[config.mk]
export PLATFORM = sky130hd
export DESIGN_NAME = dmem_access_unit_flat
export DESIGN_NICKNAME = d
export VERILOG_FILES = /design/src/rtl/dmem_access_unit_if.sv /design/src/rtl/dmem_access_unit.sv /design/src/flat_wrapper.sv
export SDC_FILE = /design/constraint.sdc
export NUM_CORES = 1
export LEC_CHECK = 0
export BUFFER_PORTS_ARGS = -buffer_cell sky130_fd_sc_hd__buf_2
export CORE_MARGIN = 5
export CORE_UTILIZATION = 50
export DETAILED_ROUTE_END_ITERATION = 10
export GPL_ROUTABILITY_DRIVEN = 0
export GPL_TIMING_DRIVEN = 0
export PLACE_DENSITY = 0.81
export SLEW_MARGIN = 30
export SYNTH_ARGS = -nofsm -noshare
export SYNTH_HDL_FRONTEND = slang
export SYNTH_SLANG_ARGS = --single-unit
[constraint.sdc]
create_clock -name clk -period 4.3 [get_ports clk]
set_input_delay 0 -clock clk [delete_from_list [all_inputs] [get_ports clk]]
set_output_delay 0 -clock clk [all_outputs]
set_load 0.01 [all_outputs]
[src/rtl/dmem_access_unit_if.sv]
// Data-memory bus between dmem_access_unit (master) and the data SRAM (slave):
// request/grant for the address phase, rvalid for returning load data.
interface dmem_access_unit_if #(
    parameter int ADDR_W = 32
);
    logic              mem_req;
    logic              mem_we;
    logic [3:0]        mem_be;
    logic [ADDR_W-1:0] mem_addr;
    logic [31:0]       mem_wdata;
    logic              mem_gnt;
    logic              mem_rvalid;
    logic [31:0]       mem_rdata;

    modport master (
        output mem_req, mem_we, mem_be, mem_addr, mem_wdata,
        input  mem_gnt, mem_rvalid, mem_rdata
    );

    modport slave (
        input  mem_req, mem_we, mem_be, mem_addr, mem_wdata,
        output mem_gnt, mem_rvalid, mem_rdata
    );
endinterface

[src/rtl/dmem_access_unit.sv]
// Load/store bridge between the core and the data SRAM: lane steering, req/gnt/rvalid
// handshake with timeout. Define DMEM_MISALIGN_TRAP_EN to trap misaligned half/word accesses.
module dmem_access_unit #(
    parameter int ADDR_W      = 32,
    parameter int TIMEOUT_CYC = 15
) (
    input  logic               clk,
    input  logic               rst,
    input  logic               core_rd_en,
    input  logic               core_wr_en,
    input  logic [ADDR_W-1:0]  core_addr,
    input  logic [31:0]        core_wdata,
    input  logic [1:0]         core_len,
    output logic [31:0]        core_rdata,
    output logic               core_ready,
    output logic               core_err,
    output logic               core_busy,
    dmem_access_unit_if.master mem
);

    typedef enum logic [1:0] {
        ST_IDLE = 2'd0,
        ST_REQ  = 2'd1,
        ST_WAIT = 2'd2,
        ST_DONE = 2'd3
    } state_t;

    localparam logic [1:0] LEN_BYTE     = 2'b00;
    localparam logic [1:0] LEN_HALF     = 2'b01;
    localparam logic [1:0] LEN_WORD     = 2'b10;
    localparam logic [1:0] LEN_RSVD     = 2'b11;
    localparam logic [7:0] TIMEOUT_LAST = 8'(TIMEOUT_CYC - 1);

    // Natural alignment: drop the offset bits that a half/word access cannot use.
    function automatic logic [1:0] align_off(input logic [1:0] len, input logic [1:0] off);
        case (len)
            LEN_BYTE: return off;
            LEN_HALF: return {off[1], 1'b0};
            default:  return 2'b00;
        endcase
    endfunction

    function automatic logic [3:0] lane_be(input logic [1:0] len, input logic [1:0] off);
        case (len)
            LEN_BYTE: begin
                case (off)
                    2'd0:    return 4'b0001;
                    2'd1:    return 4'b0010;
                    2'd2:    return 4'b0100;
                    default: return 4'b1000;
                endcase
            end
            LEN_HALF: return off[1] ? 4'b1100 : 4'b0011;
            default:  return 4'b1111;
        endcase
    endfunction

    function automatic logic [31:0] replicate_wdata(input logic [1:0] len, input logic [31:0] data);
        case (len)
            LEN_BYTE: return {4{data[7:0]}};
            LEN_HALF: return {2{data[15:0]}};
            default:  return data;
        endcase
    endfunction

    function automatic logic [31:0] extract_lane(input logic [1:0] len, input logic [1:0] off,
                                                 input logic [31:0] word);
        case (len)
            LEN_BYTE: begin
                case (off)
                    2'd0:    return {24'h000000, word[7:0]};
                    2'd1:    return {24'h000000, word[15:8]};
                    2'd2:    return {24'h000000, word[23:16]};
                    default: return {24'h000000, word[31:24]};
                endcase
            end
            LEN_HALF: return off[1] ? {16'h0000, word[31:16]} : {16'h0000, word[15:0]};
            default:  return word;
        endcase
    endfunction

    state_t            state_r;
    state_t            next_state_s;
    logic [7:0]        cnt_r;
    logic              is_store_r;
    logic [1:0]        len_r;
    logic [1:0]        off_r;

    logic              accept_s;
    logic              misalign_s;
    logic              reject_s;
    logic              timeout_s;
    logic [1:0]        off_s;
    logic              done_err_s;
    logic [31:0]       done_rdata_s;

    logic [31:0]       core_rdata_r;
    logic              core_ready_r;
    logic              core_err_r;
    logic              core_busy_r;
    logic              mem_req_r;
    logic              mem_we_r;
    logic [3:0]        mem_be_r;
    logic [ADDR_W-1:0] mem_addr_r;
    logic [31:0]       mem_wdata_r;

    // Decode of the incoming core request and of the timeout condition.
    always_comb begin
        accept_s = core_rd_en | core_wr_en;
        off_s    = align_off(core_len, core_addr[1:0]);
`ifdef DMEM_MISALIGN_TRAP_EN
        misalign_s = ((core_len == LEN_HALF) && (core_addr[0] == 1'b1)) ||
                     ((core_len == LEN_WORD) && (core_addr[1:0] != 2'b00));
`else
        misalign_s = 1'b0;
`endif
        reject_s  = (core_len == LEN_RSVD) || misalign_s;
        timeout_s = (cnt_r == TIMEOUT_LAST);
    end

    // FSM state register.
    always_ff @(posedge clk or posedge rst) begin
        if (rst) begin
            state_r <= ST_IDLE;
        end else begin
            state_r <= next_state_s;
        end
    end

    // FSM next-state logic; a completing handshake wins over a same-cycle timeout.
    always_comb begin
        next_state_s = state_r;
        case (state_r)
            ST_IDLE: begin
                if (accept_s) begin
                    next_state_s = reject_s ? ST_DONE : ST_REQ;
                end else begin
                    next_state_s = ST_IDLE;
                end
            end
            ST_REQ: begin
                if (mem.mem_gnt) begin
                    next_state_s = is_store_r ? ST_DONE : ST_WAIT;
                end else if (timeout_s) begin
                    next_state_s = ST_DONE;
                end else begin
                    next_state_s = ST_REQ;
                end
            end
            ST_WAIT: begin
                if (mem.mem_rvalid || timeout_s) begin
                    next_state_s = ST_DONE;
                end else begin
                    next_state_s = ST_WAIT;
                end
            end
            ST_DONE: next_state_s = ST_IDLE;
            default: next_state_s = ST_IDLE;
        endcase
    end

    // FSM output logic: error flag and load result to present on entry to DONE.
    always_comb begin
        done_err_s   = 1'b0;
        done_rdata_s = 32'h0000_0000;
        case (state_r)
            ST_IDLE: done_err_s = reject_s;
            ST_REQ:  done_err_s = ~mem.mem_gnt;
            ST_WAIT: begin
                if (mem.mem_rvalid) begin
                    done_err_s   = 1'b0;
                    done_rdata_s = extract_lane(len_r, off_r, mem.mem_rdata);
                end else begin
                    done_err_s   = 1'b1;
                    done_rdata_s = 32'h0000_0000;
                end
            end
            default: begin
                done_err_s   = 1'b0;
                done_rdata_s = 32'h0000_0000;
            end
        endcase
    end

    // Latched request attributes needed after IDLE.
    always_ff @(posedge clk or posedge rst) begin
        if (rst) begin
            is_store_r <= 1'b0;
            len_r      <= 2'b00;
            off_r      <= 2'b00;
        end else if ((state_r == ST_IDLE) && accept_s) begin
            is_store_r <= core_wr_en;
            len_r      <= core_len;
            off_r      <= off_s;
        end
    end

    // Cycle counter for REQ+WAIT; zero while idle so it starts clean on leaving IDLE.
    always_ff @(posedge clk or posedge rst) begin
        if (rst) begin
            cnt_r <= 8'd0;
        end else if ((state_r == ST_REQ) || (state_r == ST_WAIT)) begin
            cnt_r <= cnt_r + 8'd1;
        end else begin
            cnt_r <= 8'd0;
        end
    end

    // Registered core-side outputs.
    always_ff @(posedge clk or posedge rst) begin
        if (rst) begin
            core_ready_r <= 1'b0;
            core_err_r   <= 1'b0;
            core_busy_r  <= 1'b0;
            core_rdata_r <= 32'h0000_0000;
        end else begin
            core_ready_r <= (next_state_s == ST_DONE);
            core_err_r   <= (next_state_s == ST_DONE) && done_err_s;
            core_busy_r  <= (next_state_s != ST_IDLE);
            if (next_state_s == ST_DONE) begin
                core_rdata_r <= done_rdata_s;
            end
        end
    end

    // Registered memory-side outputs: loaded on IDLE->REQ, held through REQ, zero elsewhere.
    always_ff @(posedge clk or posedge rst) begin
        if (rst) begin
            mem_req_r   <= 1'b0;
            mem_we_r    <= 1'b0;
            mem_be_r    <= 4'b0000;
            mem_addr_r  <= '0;
            mem_wdata_r <= 32'h0000_0000;
        end else if (next_state_s == ST_REQ) begin
            mem_req_r <= 1'b1;
            if (state_r == ST_IDLE) begin
                mem_we_r    <= core_wr_en;
                mem_be_r    <= lane_be(core_len, off_s);
                mem_addr_r  <= {core_addr[ADDR_W-1:2], 2'b00};
                mem_wdata_r <= replicate_wdata(core_len, core_wdata);
            end
        end else begin
            mem_req_r   <= 1'b0;
            mem_we_r    <= 1'b0;
            mem_be_r    <= 4'b0000;
            mem_addr_r  <= '0;
            mem_wdata_r <= 32'h0000_0000;
        end
    end

    assign core_rdata    = core_rdata_r;
    assign core_ready    = core_ready_r;
    assign core_err      = core_err_r;
    assign core_busy     = core_busy_r;
    assign mem.mem_req   = mem_req_r;
    assign mem.mem_we    = mem_we_r;
    assign mem.mem_be    = mem_be_r;
    assign mem.mem_addr  = mem_addr_r;
    assign mem.mem_wdata = mem_wdata_r;

endmodule
[src/flat_wrapper.sv]
// flat-port wrapper written by rule: the top's interface ports become plain ports
module dmem_access_unit_flat 
#(
    parameter int ADDR_W      = 32,
    parameter int TIMEOUT_CYC = 15
)
  (clk, rst, core_rd_en, core_wr_en, core_addr, core_wdata, core_len, core_rdata, core_ready, core_err, core_busy, mem_mem_req, mem_mem_we, mem_mem_be, mem_mem_addr, mem_mem_wdata, mem_mem_gnt, mem_mem_rvalid, mem_mem_rdata);
  dmem_access_unit_if #(.ADDR_W(ADDR_W)) mem_i ();
  input  logic clk;
  input  logic rst;
  input  logic core_rd_en;
  input  logic core_wr_en;
  input  logic [ADDR_W-1:0] core_addr;
  input  logic [31:0] core_wdata;
  input  logic [1:0] core_len;
  output logic [31:0] core_rdata;
  output logic core_ready;
  output logic core_err;
  output logic core_busy;
  output wire logic [$bits(mem_i.mem_req)-1:0] mem_mem_req;
  output wire logic [$bits(mem_i.mem_we)-1:0] mem_mem_we;
  output wire logic [$bits(mem_i.mem_be)-1:0] mem_mem_be;
  output wire logic [$bits(mem_i.mem_addr)-1:0] mem_mem_addr;
  output wire logic [$bits(mem_i.mem_wdata)-1:0] mem_mem_wdata;
  input wire logic [$bits(mem_i.mem_gnt)-1:0] mem_mem_gnt;
  input wire logic [$bits(mem_i.mem_rvalid)-1:0] mem_mem_rvalid;
  input wire logic [$bits(mem_i.mem_rdata)-1:0] mem_mem_rdata;
  assign mem_mem_req = mem_i.mem_req;
  assign mem_mem_we = mem_i.mem_we;
  assign mem_mem_be = mem_i.mem_be;
  assign mem_mem_addr = mem_i.mem_addr;
  assign mem_mem_wdata = mem_i.mem_wdata;
  assign mem_i.mem_gnt = mem_mem_gnt;
  assign mem_i.mem_rvalid = mem_mem_rvalid;
  assign mem_i.mem_rdata = mem_mem_rdata;
  dmem_access_unit #(.ADDR_W(ADDR_W), .TIMEOUT_CYC(TIMEOUT_CYC)) u_core (.clk(clk), .rst(rst), .core_rd_en(core_rd_en), .core_wr_en(core_wr_en), .core_addr(core_addr), .core_wdata(core_wdata), .core_len(core_len), .core_rdata(core_rdata), .core_ready(core_ready), .core_err(core_err), .core_busy(core_busy), .mem(mem_i));
endmodule
==> flow_summary.html <==
<table>
<tr><th>Metric</th><th>Value</th></tr>
<tr><th colspan="2">Floorplan</th></tr>
<tr><td>Vertical die dimension</td><td>116.9 um</td></tr>
<tr><td>Die footprint</td><td>13670 um2</td></tr>
<tr><td>Initial cell density of the core</td><td>50.48%</td></tr>
<tr><td>I/O pins</td><td>209</td></tr>
<tr><td>Core Rows</td><td>39</td></tr>
<tr><td>Floorplan core area</td><td>11320 um2</td></tr>
<tr><td>Die Width</td><td>116.9 um</td></tr>
<tr><th colspan="2">Global routing</th></tr>
<tr><td>Maximum number of pins on one net before global-route repair</td><td>97</td></tr>
<tr><td>Global-route wire length before repair</td><td>31.05 mm</td></tr>
<tr><td>Met2 track demand over resource in global routing</td><td>51.57%</td></tr>
<tr><td>Number of global-route vias before repair</td><td>6121</td></tr>
<tr><td>Initial antenna violation count</td><td>0</td></tr>
<tr><td>Global routing met1 resource utilization</td><td>33.66%</td></tr>
<tr><td>Met3 Usage GRT</td><td>7.301%</td></tr>
<tr><td>Layer carrying the most global-route usage</td><td>met2</td></tr>
<tr><td>Overflow left after global routing</td><td>0</td></tr>
<tr><td>Total GRT Usage</td><td>29.61%</td></tr>
<tr><th colspan="2">Final layout</th></tr>
<tr><td>Area added between synthesis and finish</td><td>48.89%</td></tr>
<tr><td>Share of layout cells above drive strength 1</td><td>29.64%</td></tr>
<tr><td>Final core utilization</td><td>75.15%</td></tr>
<tr><td>Nets@finish</td><td>983</td></tr>
<tr><td>Number of fillers in the final layout</td><td>724</td></tr>
<tr><th colspan="2">STA</th></tr>
<tr><td>Part of the cycle the worst path needs</td><td>67.25%</td></tr>
<tr><td>Maximum operating frequency</td><td>345.8 MHz</td></tr>
<tr><td>Number of pins exceeding their max-slew limit in the final report</td><td>0</td></tr>
<tr><td>Total negative slack</td><td>0 ns</td></tr>
<tr><td>Setup violation total in the final timing report</td><td>0</td></tr>
<tr><td>Measured slew at the worst slew-check pin</td><td>0.7526 ns</td></tr>
<tr><td>Setup slack after layout</td><td>1.408 ns</td></tr>
<tr><td>Final worst clock skew</td><td>0.009864 ns</td></tr>
<tr><td>Final Critical Period</td><td>2.892 ns</td></tr>
<tr><td>RSZ-0062 raised after global routing</td><td>no</td></tr>
<tr><td>Worst slew margin relative to its limit</td><td>49.82%</td></tr>
<tr><td>Minimum hold slack</td><td>0.01770 ns</td></tr>
<tr><td>Final Hold Violating Endpoints</td><td>0</td></tr>
<tr><th colspan="2">Yosys</th></tr>
<tr><td>Post-synth EDFFs</td><td>0</td></tr>
<tr><td>Instance count of the mapped netlist</td><td>553</td></tr>
<tr><td>Synth top area cells</td><td>dfrtp_1 52%, mux2i_1 15%, nor2_1 5.5%, nand2_1 2.8%, inv_1 2.2%</td></tr>
<tr><td>Dominant register cell in the synthesized netlist</td><td>dfrtp_1</td></tr>
<tr><td>Post-synthesis sequential area ratio</td><td>51.68%</td></tr>
<tr><td>Count of distinct cell types in the synthesized netlist</td><td>43</td></tr>
<tr><td>Area of the mapped netlist</td><td>5714 um2</td></tr>
<tr><td>Library cell with the largest summed area after synthesis</td><td>dfrtp_1</td></tr>
<tr><td>Most frequent cells after synthesis</td><td>118 x dfrtp_1, 87 x mux2i_1, 83 x nor2_1</td></tr>
<tr><td>Most instantiated library cell after synthesis</td><td>dfrtp_1</td></tr>
<tr><td>#FFs+latches synth</td><td>118</td></tr>
<tr><td>Number of synthesis warnings</td><td>0</td></tr>
<tr><td>Post-synthesis area per instance</td><td>10.33 um2</td></tr>
<tr><td>Share of flip-flops with an asynchronous set or reset after synthesis</td><td>100.0%</td></tr>
<tr><td>Share of Yosys cell area claimed by the top area cell type</td><td>51.68%</td></tr>
<tr><th colspan="2">Clocking</th></tr>
<tr><td>Worst skew pair latency</td><td>0.41 ns</td></tr>
<tr><td>Post-CTS Setup Repair Bufs</td><td>0</td></tr>
<tr><td>Clock transition at the registers of the reported paths</td><td>0.06 ns</td></tr>
<tr><td>TritonCTS clock tree</td><td>yes</td></tr>
<tr><td>Post-cts repair resize count</td><td>0</td></tr>
<tr><td>Level count of the clock H-tree</td><td>4</td></tr>
<tr><td>Maximum root-to-sink buffer count</td><td>2</td></tr>
<tr><td>Hold buffer count at cts</td><td>94</td></tr>
<tr><td>Clock Sink Count</td><td>118</td></tr>
<tr><td>Clock root cell</td><td>clkbuf_16</td></tr>
<tr><td>Clock buffer count from CTS</td><td>17</td></tr>
<tr><th colspan="2">Detailed routing</th></tr>
<tr><td>Total number of vias</td><td>5665</td></tr>
<tr><td>First-pass iteration count of the detailed router</td><td>5</td></tr>
<tr><td>Count of unresolved DRC violations after routing</td><td>0</td></tr>
<tr><td>Antenna Violating Nets Remaining</td><td>0</td></tr>
<tr><td>Mean number of vias per cell</td><td>5.511</td></tr>
<tr><td>Total length of routed wires</td><td>19.88 mm</td></tr>
<tr><td>Routed wire length per instance</td><td>19.34 um</td></tr>
<tr><td>Detailed Route Iter0 Violations</td><td>620</td></tr>
<tr><th colspan="2">Setup path</th></tr>
<tr><td>Critical path's largest stage delay</td><td>0.61 ns</td></tr>
<tr><td>Arrival time at the worst endpoint</td><td>3.24 ns</td></tr>
<tr><td>Bufs and invs on worst path</td><td>5</td></tr>
<tr><td>Worst setup path category</td><td>flop to flop</td></tr>
<tr><td>Required @ worst endpoint</td><td>4.64 ns</td></tr>
<tr><td>Total stage count of the critical path</td><td>11</td></tr>
<tr><td>Kind of cell with the highest combined delay on the critical path</td><td>buffers and inverters</td></tr>
<tr><td>Ordered cell list for the critical path</td><td>inv_1, ha_1, and2_1, buf_4, nor2_1, a32o_1, or2_1, buf_2, buf_6, a311oi_1, dlygate4sd3_1</td></tr>
<tr><td>Type of element capturing the critical path</td><td>flop</td></tr>
<tr><td>Library cell contributing the largest single delay on the critical path</td><td>dlygate4sd3_1</td></tr>
<tr><td>Critical Path Fanout Max</td><td>10</td></tr>
<tr><td>Setup crit start kind</td><td>flop</td></tr>
<tr><td>Worst reg2reg path depth</td><td>11</td></tr>
<tr><th colspan="2">Hold path</th></tr>
<tr><td>Worst hold path cell count</td><td>5</td></tr>
<tr><td>Class of the tightest hold or removal check</td><td>primary input to flop</td></tr>
<tr><th colspan="2">Placement</th></tr>
<tr><td>Post-DP HPWL</td><td>12.37 mm</td></tr>
<tr><td>Count of buffers inserted at the top-level ports</td><td>205</td></tr>
<tr><td>Worst slack after detailed placement</td><td>1.900 ns</td></tr>
<tr><th colspan="2">Run</th></tr>
<tr><td>Max-capacitance violation count</td><td>0</td></tr>
<tr><th colspan="2">Pwr</th></tr>
<tr><td>Leakage power summed over all cells</td><td>4.368 nW</td></tr>
<tr><td>Pwr dens</td><td>683.5 nW/um2</td></tr>
<tr><td>Peak VDD IR</td><td>0.4503 mV</td></tr>
<tr><td>Total design power</td><td>5.816 mW</td></tr>
<tr><th colspan="2">Outcome</th></tr>
<tr><td>Run status</td><td>complete, no violations</td></tr>
</table>
## path summary, 6_finish.rpt
check / from / endpoint / slack (ns)
max: u_core.state_r[0] / u_core.mem.mem_wdata[15] / 1.41
min: core_wdata[29] / u_core.mem.mem_wdata[29] / 0.02
max reg2reg: u_core.state_r[0] / u_core.mem.mem_wdata[15] / 1.41
min reg2reg: u_core.off_r[0] / u_core.off_r[0] / 0.49
max in group asynchronous: rst / u_core.mem.mem_wdata[7] / 3.52
min in group asynchronous: rst / u_core.core_rdata[4] / 0.08
## metal layers
| layer | share of wire [%] | wire length, um |
|---|---|---|
| met5 | 0 | 0 |
| met4 | 4.3 | 850 |
| met3 | 8.8 | 1758 |
| met2 | 51 | 10090 |
| met1 | 36 | 7181 |
## power breakdown
part	internal [mW]	switching, mW
sequential	1.51	0.253
clock	0.964	0.493
combinational	1.08	1.51
total	3.56	2.26
## registers in the layout, indices dropped and copies added (netlist names)
register / flops
u_core.cnt_r: 8
u_core.core_busy: 1
u_core.core_err: 1
u_core.core_rdata: 32
u_core.core_ready: 1
u_core.is_store_r: 1
u_core.len_r: 2
u_core.mem.mem_addr: 30
u_core.mem.mem_be: 4
u_core.mem.mem_req: 1
u_core.mem.mem_wdata: 32
u_core.mem.mem_we: 1
u_core.off_r: 2
u_core.state_r: 2
## logic make-up (layout without fill, tap and decap cells)
kind of cell / Yosys count / count (layout) / share of synthesized area [%]
buf+inv: 76 / 406 / 5.890
fa+ha+maj: 6 / 6 / 1.314
mux: 96 / 96 / 17.01
simple gates: 157 / 157 / 11.65
other cells: 1 / 3 / 0.06563
compound gates: 94 / 94 / 11.63
flops: 118 / 118 / 51.68
xor+xnor: 5 / 5 / 0.7663
## area by class of cell
type	count	area, um2	area share, %
antenna	1	2.502	0.02941
buffer	41	205.2	2.412
clock buffer	22	484.2	5.691
clock inverter	8	122.6	1.441
inverter	35	138.9	1.632
multi-input combinational	360	2429	28.54
sequential	118	2953	34.71
tap	143	178.9	2.103
timing repair buffer	300	1994	23.44
## worst reg2reg max path: cells and delay by family (launching register included)
family	cells	cell delay, ns
AO/OA/AOI/OAI	2	0.53
flip-flops	1	0.39
adder cells (fa/ha/maj)	1	0.28
AND/OR/NAND/NOR	3	0.45
buffers and inverters	5	1.18
## metrics by stage
step,instances,instance area (um2)
6_report,1028,8508
5_1_grt,1027,8506
4_1_cts,1027,8506
3_5_place_dp,903,6958
3_3_place_gp,902,6923
2_1_floorplan,554,5718
## layout by cell type, fill, tap and decap left out, drive strengths merged, types with 6 or more instances in the layout
cell type	count
o221ai	8
dlygate4sd3	94
a21o	8
a311oi	8
nor2	83
mux2i	87
clkbuf	44
buf	225
nor2b	13
nand2	43
a211oi	13
inv	35
a2bb2oi	8
mux2	9
ha	6
a22oi	9
a21oi	10
o21ai	24
dfrtp	118
and2	7
Note: power is estimated with default switching activity, not from simulation.
